==> src/rtl/mem_pkg.sv <==
// Shared memory-control codes, FSM encoding and access-legality helpers for the MEM stage.
package mem_pkg;

  localparam int unsigned DATA_W = 32;
  localparam int unsigned LANES  = 4;
  localparam int unsigned LAT_W  = 3;

  // MemWriteM byte-strobe codes
  localparam logic [3:0] MEMW_NONE = 4'b0000;
  localparam logic [3:0] MEMW_BYTE = 4'b0001;
  localparam logic [3:0] MEMW_HALF = 4'b0011;
  localparam logic [3:0] MEMW_WORD = 4'b1111;

  // MemReadM size codes
  localparam logic [1:0] MEMR_WORD = 2'd0;
  localparam logic [1:0] MEMR_BYTE = 2'd1;
  localparam logic [1:0] MEMR_HALF = 2'd2;

  typedef enum logic [1:0] {
    IDLE      = 2'd0,
    LOAD_WAIT = 2'd1,
    LOAD_DONE = 2'd2
  } state_e;

  // Load attributes captured at accept time and replayed when bank data returns
  typedef struct packed {
    logic [1:0] lane;
    logic [1:0] size;
    logic       uns;
    logic       err;
  } load_ctl_t;

  // Legal size code and natural alignment for a load
  function automatic logic load_ok(input logic [1:0] size, input logic [1:0] lane);
    case (size)
      MEMR_WORD: load_ok = (lane == 2'b00);
      MEMR_BYTE: load_ok = 1'b1;
      MEMR_HALF: load_ok = ~lane[0];
      default:   load_ok = 1'b0;
    endcase
  endfunction

  // Legal strobe code and natural alignment for a store
  function automatic logic store_ok(input logic [3:0] code, input logic [1:0] lane);
    case (code)
      MEMW_WORD: store_ok = (lane == 2'b00);
      MEMW_BYTE: store_ok = 1'b1;
      MEMW_HALF: store_ok = ~lane[0];
      default:   store_ok = 1'b0;
    endcase
  endfunction

endpackage

==> src/rtl/mem_stage_unit_load_extend.sv <==
// Selects the addressed byte/half of a bank word and sign- or zero-extends it to 32 bits.
module load_extend
  import mem_pkg::*;
(
  input  logic [DATA_W-1:0] rdata,
  input  logic [1:0]        lane,
  input  logic [1:0]        size,
  input  logic              uns,
  output logic [DATA_W-1:0] result
);

  logic [7:0]  byte_sel;
  logic [15:0] half_sel;

  // Lane extraction (little-endian) followed by extension to full width
  always_comb begin
    byte_sel = rdata[7:0];
    half_sel = lane[1] ? rdata[31:16] : rdata[15:0];
    case (lane)
      2'd0:    byte_sel = rdata[7:0];
      2'd1:    byte_sel = rdata[15:8];
      2'd2:    byte_sel = rdata[23:16];
      default: byte_sel = rdata[31:24];
    endcase
    case (size)
      MEMR_BYTE: result = uns ? {24'd0, byte_sel} : {{24{byte_sel[7]}}, byte_sel};
      MEMR_HALF: result = uns ? {16'd0, half_sel} : {{16{half_sel[15]}}, half_sel};
      default:   result = rdata;
    endcase
  end

endmodule

==> src/rtl/mem_stage_unit.sv <==
// MEM-stage access unit: store lane steering, load sequencing over banked memory, load extension.
module mem_stage_unit
  import mem_pkg::*;
#(
  parameter int unsigned ADDR_W = 10,
  parameter int unsigned RD_LAT = 1
) (
  input  logic              clk,
  input  logic              inicio,
  input  logic              req_valid,
  output logic              req_ready,
  input  logic [3:0]        MemWriteM,
  input  logic [1:0]        MemReadM,
  input  logic              MemtoRegM,
  input  logic              LoadUnsignedM,
  input  logic [31:0]       AddrM,
  input  logic [31:0]       WriteDataM,
  output logic [ADDR_W-1:0] bank_addr,
  output logic [3:0]        bank_we,
  output logic [31:0]       bank_wdata,
  input  logic [31:0]       bank_rdata,
  output logic [31:0]       ReadDataM,
  output logic              rd_valid,
  output logic              StallM,
  output logic              misalign_err
);

  state_e            state_q, state_d;
  logic [LAT_W-1:0]  cnt_q, cnt_d;
  load_ctl_t         ctl_q;
  logic [ADDR_W-1:0] addr_q;
  logic [31:0]       rdata_q;
  logic              rd_valid_q;
  logic              err_q;

  logic [1:0]        lane;
  logic              idle;
  logic              is_store;
  logic              load_legal;
  logic              store_legal;
  logic              acc_load;
  logic              acc_store;
  logic              bad_req;
  logic              capture;
  logic              stall_c;
  logic [3:0]        we_c;
  logic [31:0]       wdata_c;
  logic [31:0]       ext_data;
  logic              unused_addr_hi;

  // Address bits above the bank word index are deliberately dropped (wrap-around)
  assign unused_addr_hi = ^AddrM[31:ADDR_W+2];

  // Request classification and acceptance
  always_comb begin
    lane        = AddrM[1:0];
    idle        = (state_q == IDLE);
    is_store    = ~MemtoRegM && (MemWriteM != MEMW_NONE);
    load_legal  = (MemWriteM == MEMW_NONE) && load_ok(MemReadM, lane);
    store_legal = store_ok(MemWriteM, lane);
    acc_load    = idle && req_valid && MemtoRegM;
    acc_store   = idle && req_valid && is_store;
    bad_req     = (acc_load && ~load_legal) || (acc_store && ~store_legal);
  end

  // Store lane steering: strobe shifted to the lane, data replicated across lanes
  always_comb begin
    we_c    = 4'b0000;
    wdata_c = WriteDataM;
    case (MemWriteM)
      MEMW_BYTE: begin
        we_c    = 4'b0001 << lane;
        wdata_c = {4{WriteDataM[7:0]}};
      end
      MEMW_HALF: begin
        we_c    = 4'b0011 << {lane[1], 1'b0};
        wdata_c = {2{WriteDataM[15:0]}};
      end
      MEMW_WORD: begin
        we_c    = 4'b1111;
        wdata_c = WriteDataM;
      end
      default: begin
        we_c    = 4'b0000;
        wdata_c = WriteDataM;
      end
    endcase
  end

  // Next-state, latency countdown and handshake outputs
  always_comb begin
    state_d   = state_q;
    cnt_d     = cnt_q;
    capture   = 1'b0;
    stall_c   = 1'b0;
    req_ready = 1'b0;
    case (state_q)
      IDLE: begin
        req_ready = 1'b1;
        if (acc_load) begin
          state_d = LOAD_WAIT;
          cnt_d   = LAT_W'(RD_LAT);
          stall_c = 1'b1;
        end
      end
      LOAD_WAIT: begin
        stall_c = 1'b1;
        cnt_d   = cnt_q - LAT_W'(1);
        if (cnt_q <= LAT_W'(1)) begin
          capture = 1'b1;
          state_d = LOAD_DONE;
        end
      end
      LOAD_DONE: begin
        state_d = IDLE;
      end
      default: begin
        state_d = IDLE;
      end
    endcase
  end

  // Bank-side outputs; reset forces them quiet without waiting for a clock
  always_comb begin
    bank_we    = 4'b0000;
    bank_wdata = 32'd0;
    bank_addr  = idle ? AddrM[ADDR_W+1:2] : addr_q;
    StallM     = stall_c & ~inicio;
    if (acc_store && store_legal && ~inicio) begin
      bank_we    = we_c;
      bank_wdata = wdata_c;
    end
    if (inicio) begin
      bank_addr = '0;
    end
  end

  // FSM state and latency counter
  always_ff @(posedge clk or posedge inicio) begin
    if (inicio) begin
      state_q <= IDLE;
      cnt_q   <= '0;
    end else begin
      state_q <= state_d;
      cnt_q   <= cnt_d;
    end
  end

  // Hold the load's word address and extraction attributes for the whole access
  always_ff @(posedge clk or posedge inicio) begin
    if (inicio) begin
      ctl_q  <= '0;
      addr_q <= '0;
    end else if (acc_load) begin
      ctl_q.lane <= lane;
      ctl_q.size <= MemReadM;
      ctl_q.uns  <= LoadUnsignedM;
      ctl_q.err  <= ~load_legal;
      addr_q     <= AddrM[ADDR_W+1:2];
    end
  end

  load_extend u_load_extend (
    .rdata  (bank_rdata),
    .lane   (ctl_q.lane),
    .size   (ctl_q.size),
    .uns    (ctl_q.uns),
    .result (ext_data)
  );

  // Load result register and one-cycle completion pulse; rejected loads return zero
  always_ff @(posedge clk or posedge inicio) begin
    if (inicio) begin
      rdata_q    <= 32'd0;
      rd_valid_q <= 1'b0;
    end else begin
      rd_valid_q <= capture;
      if (capture) begin
        rdata_q <= ctl_q.err ? 32'd0 : ext_data;
      end
    end
  end

  // Sticky error flag for misaligned or illegal requests
  always_ff @(posedge clk or posedge inicio) begin
    if (inicio) begin
      err_q <= 1'b0;
    end else if (bad_req) begin
      err_q <= 1'b1;
    end
  end

  assign ReadDataM    = rdata_q;
  assign rd_valid     = rd_valid_q;
  assign misalign_err = err_q;

endmodule

==> config.mk <==
export PLATFORM = sky130hd
export DESIGN_NAME = mem_stage_unit
export DESIGN_NICKNAME = d
export VERILOG_FILES = /design/src/rtl/mem_pkg.sv /design/src/rtl/mem_stage_unit_load_extend.sv /design/src/rtl/mem_stage_unit.sv
export SDC_FILE = /design/constraint.sdc
export NUM_CORES = 1
export LEC_CHECK = 0
export BUFFER_PORTS_ARGS = -buffer_cell sky130_fd_sc_hd__buf_2
export CORE_ASPECT_RATIO = 0.9
export CORE_MARGIN = 4
export CORE_UTILIZATION = 45
export CTS_CLUSTER_SIZE = 20
export DETAILED_ROUTE_END_ITERATION = 12
export PLACE_DENSITY = 0.83
export SETUP_SLACK_MARGIN = 0.3
export SYNTH_ARGS = -nofsm -noshare
export SYNTH_HDL_FRONTEND = slang
export SYNTH_SLANG_ARGS = --single-unit
==> constraint.sdc <==
create_clock -name clk -period 6.79 [get_ports clk]
set_clock_uncertainty 0.1 [all_clocks]
set_input_delay 1.6975 -clock clk [delete_from_list [all_inputs] [get_ports clk]]
set_output_delay 1.6975 -clock clk [all_outputs]
set_load 0.03 [all_outputs]
==> impl_metrics.tcl <==
set metrics [dict create \
    cts_made_buffers 5 \
    ctsHoldBuffers 0 \
    clock.fmax_mhz 175.5 \
    drt_iter0_markers 163 \
    yosysWarnings 0 \
    cellPowerDensity_nw_per_um2 366.5 \
    nNetsFinal 678 \
    cts.sinks 55 \
    timing.final.crit_share_pct 83.93 \
    gp_congestion 0.8773 \
    clk_path_buf_depth 2 \
    ff_latch_area_um2 1376 \
    slew-limit-headroom_pct 26.85 \
    worstSetupEndpointType "primary output" \
    worstReg2RegStart "state_q[1]" \
    syn-instance-count 425 \
    io_buffer_count 168 \
    cts_setup_buffers 0 \
    synth.largest_area_cell "dfrtp_1" \
    antenna_cells 0 \
    worstMarginPinSlew_ns 1.097 \
    rr_endpoint "ReadDataM[21]" \
    synth_area_um2 3436 \
    die_w_um 100.1 \
    final_max_slew_viol_count 0 \
    synth_common_cells "103 x nand2_1, 55 x dfrtp_1, 37 x a21oi_1, 28 x nor2_1, 23 x clkbuf_1" \
    rsz0062_at_grt "false" \
    setup_viol_count_final 0 \
    via_count 3704 \
    status "finished clean" \
    fillers 670 \
    dpl-instance-area_um2 4265 \
    path_class "input port to primary output" \
    htreeDepth 2 \
    rrSetupSlack_ns 3.80 \
    leakage_nw 2.362 \
    multi_input_area_um2 1846 \
    synthDistinctLibCells 42 \
    synthMostInstantiatedCell "nand2_1" \
    fin_area_um2 4369 \
    clk_pin_slew_ns 0.10 \
    root_buffer "clkbuf_8" \
    cap_viol_max_count 0 \
    clock_latency_ns 0.31 \
    power_mw 1.601 \
    synthArstFlopShare_pct 100.0 \
    grt_overflow_total 0 \
    grt_pass1_vias 3424 \
    grt_pass1_wl_um 16570 \
    synthToLayoutAreaGrowth_pct 27.17 \
    whs_endpoint "cnt_q[0]" \
    cp.arrival_ns 3.90 \
    placementRows 29 \
    cts_tree "yes" \
    setup_tns_ns 0 \
    grt_max_degree 56 \
    fin_crit_ns 5.699 \
    design.core.area_um2 7221 \
    drc 0 \
    ys_seq_elements 55 \
    die-area_um2 9099 \
    gr-usage-all-layers_pct 21.98 \
    synthFlopType "dfrtp_1" \
    worstRegToRegCells 5 \
    cp_max_fo 36 \
    required_ns 4.99 \
    syn_area_per_cell_um2 8.084 \
    hold_depth 1 \
    routedWlPerCell_um 15.86 \
    finalWirelength_um 10500 \
    start_util_pct 47.58 \
    chipHeight_um 90.90 \
    ir_drop_mv 0.2301 \
    postRouteAntennaNets 0 \
    ios 189 \
    cts_resized 0 \
    hpwl_um 7950 \
    synth_edf_count 0 \
    hold_path_class "flip-flop to flip-flop" \
    synth_top_area_share_pct 40.06 \
    post_drt_via_cell_ratio 5.595 \
    seq_area_frac_synth_pct 40.06 \
    crit_start "req_valid" \
    antenna_found_initial 0 \
    synth_area_leaders "dfrtp_1 40%, nand2_1 11%, a21oi_1 5.4%, a221o_1 4.7%, mux2i_1 4.4%" \
    dr.pass1.iters 4 \
    synth_fp_nets 535 \
    drive_gt1_share_pct 33.22 \
    hp-start "cnt_q[0]" \
    finalHoldViolations 0 \
    cp-start-kind "input port" \
]
critical path: stages:
cell      delay, ns
buf_2          0.09
or3b_2         0.45
or4_1          1.00
a211oi_1       0.39
buf_2          0.26
how the worst max path moves through the flow:
stage                          end  slack (ns)  cells past startpoint
detailed placement  bank_wdata[24]        1.14                      5
finish              bank_wdata[24]        1.09                      5
CTS                 bank_wdata[29]        1.13                      5
global placement    bank_wdata[29]        1.19                      5
global route        bank_wdata[27]        0.95                      5
floorplan           bank_wdata[29]        0.50                      6
layout by cell type, fill, tap and decap left out, types with 11 or more instances in the layout:
| cell type | n |
|---|---|
| o21ai_0 | 18 |
| inv_1 | 18 |
| mux2i_1 | 15 |
| a221o_1 | 16 |
| nand2b_1 | 12 |
| nand2_1 | 103 |
| buf_2 | 168 |
| nor3_1 | 11 |
| a21oi_1 | 37 |
| nor2_1 | 28 |
| dfrtp_1 | 55 |
stage by stage:
step | cells | hold WS [ns] | setup slack, ns | utilization, %
6_report | 662 | 0.3877 | 1.091 | 60.51
5_1_grt | 662 | 0.4107 | 0.9491 | 60.51
4_1_cts | 662 | 0.3864 | 1.129 | 60.51
3_5_place_dp | 654 | 0.3686 | 1.135 | 59.07
3_3_place_gp | 654 | 0.3587 | 1.194 | 59.07
2_1_floorplan | 425 | 0.3445 | 0.4959 | -
kinds of logic after synthesis:
family | after synthesis | share of synthesized area [%]
compound gates | 114 | 23.49
xor+xnor | 1 | 0.2550
fa+ha+maj | 3 | 1.093
buf+inv | 53 | 6.227
flops | 55 | 40.06
mux | 20 | 6.009
simple gates | 179 | 22.87
layout make-up:
class	count	share of cell area, %
multi-input cells	317	42.24
inverters	19	1.632
clock buffers	7	2.205
well taps	93	2.663
clock inverters	1	0.1718
flip-flops and latches	55	31.50
repair buffers	170	19.59
state kept, by name, summed over array words and instances, names as in the netlist:
register	flops
misalign_err	1
addr_q	10
cnt_q	3
ReadDataM	32
state_q	2
rd_valid	1
ctl_q	6
power breakdown:
group	switching [mW]	internal, mW
clock network	0.111	0.0931
logic	0.550	0.304
registers	0.104	0.438
layer usage:
metal / vias to the layer above / share of wire [%] / track usage (%)
met1: 1734 / 43 / 30.63
met5: - / 0 / 0
met2: 174 / 46 / 34.67
met3: 18 / 9.3 / 4.633
met4: 0 / 1.5 / 5.612
li1: 1778 / - / -
Note: power is estimated with default switching activity, not from simulation.
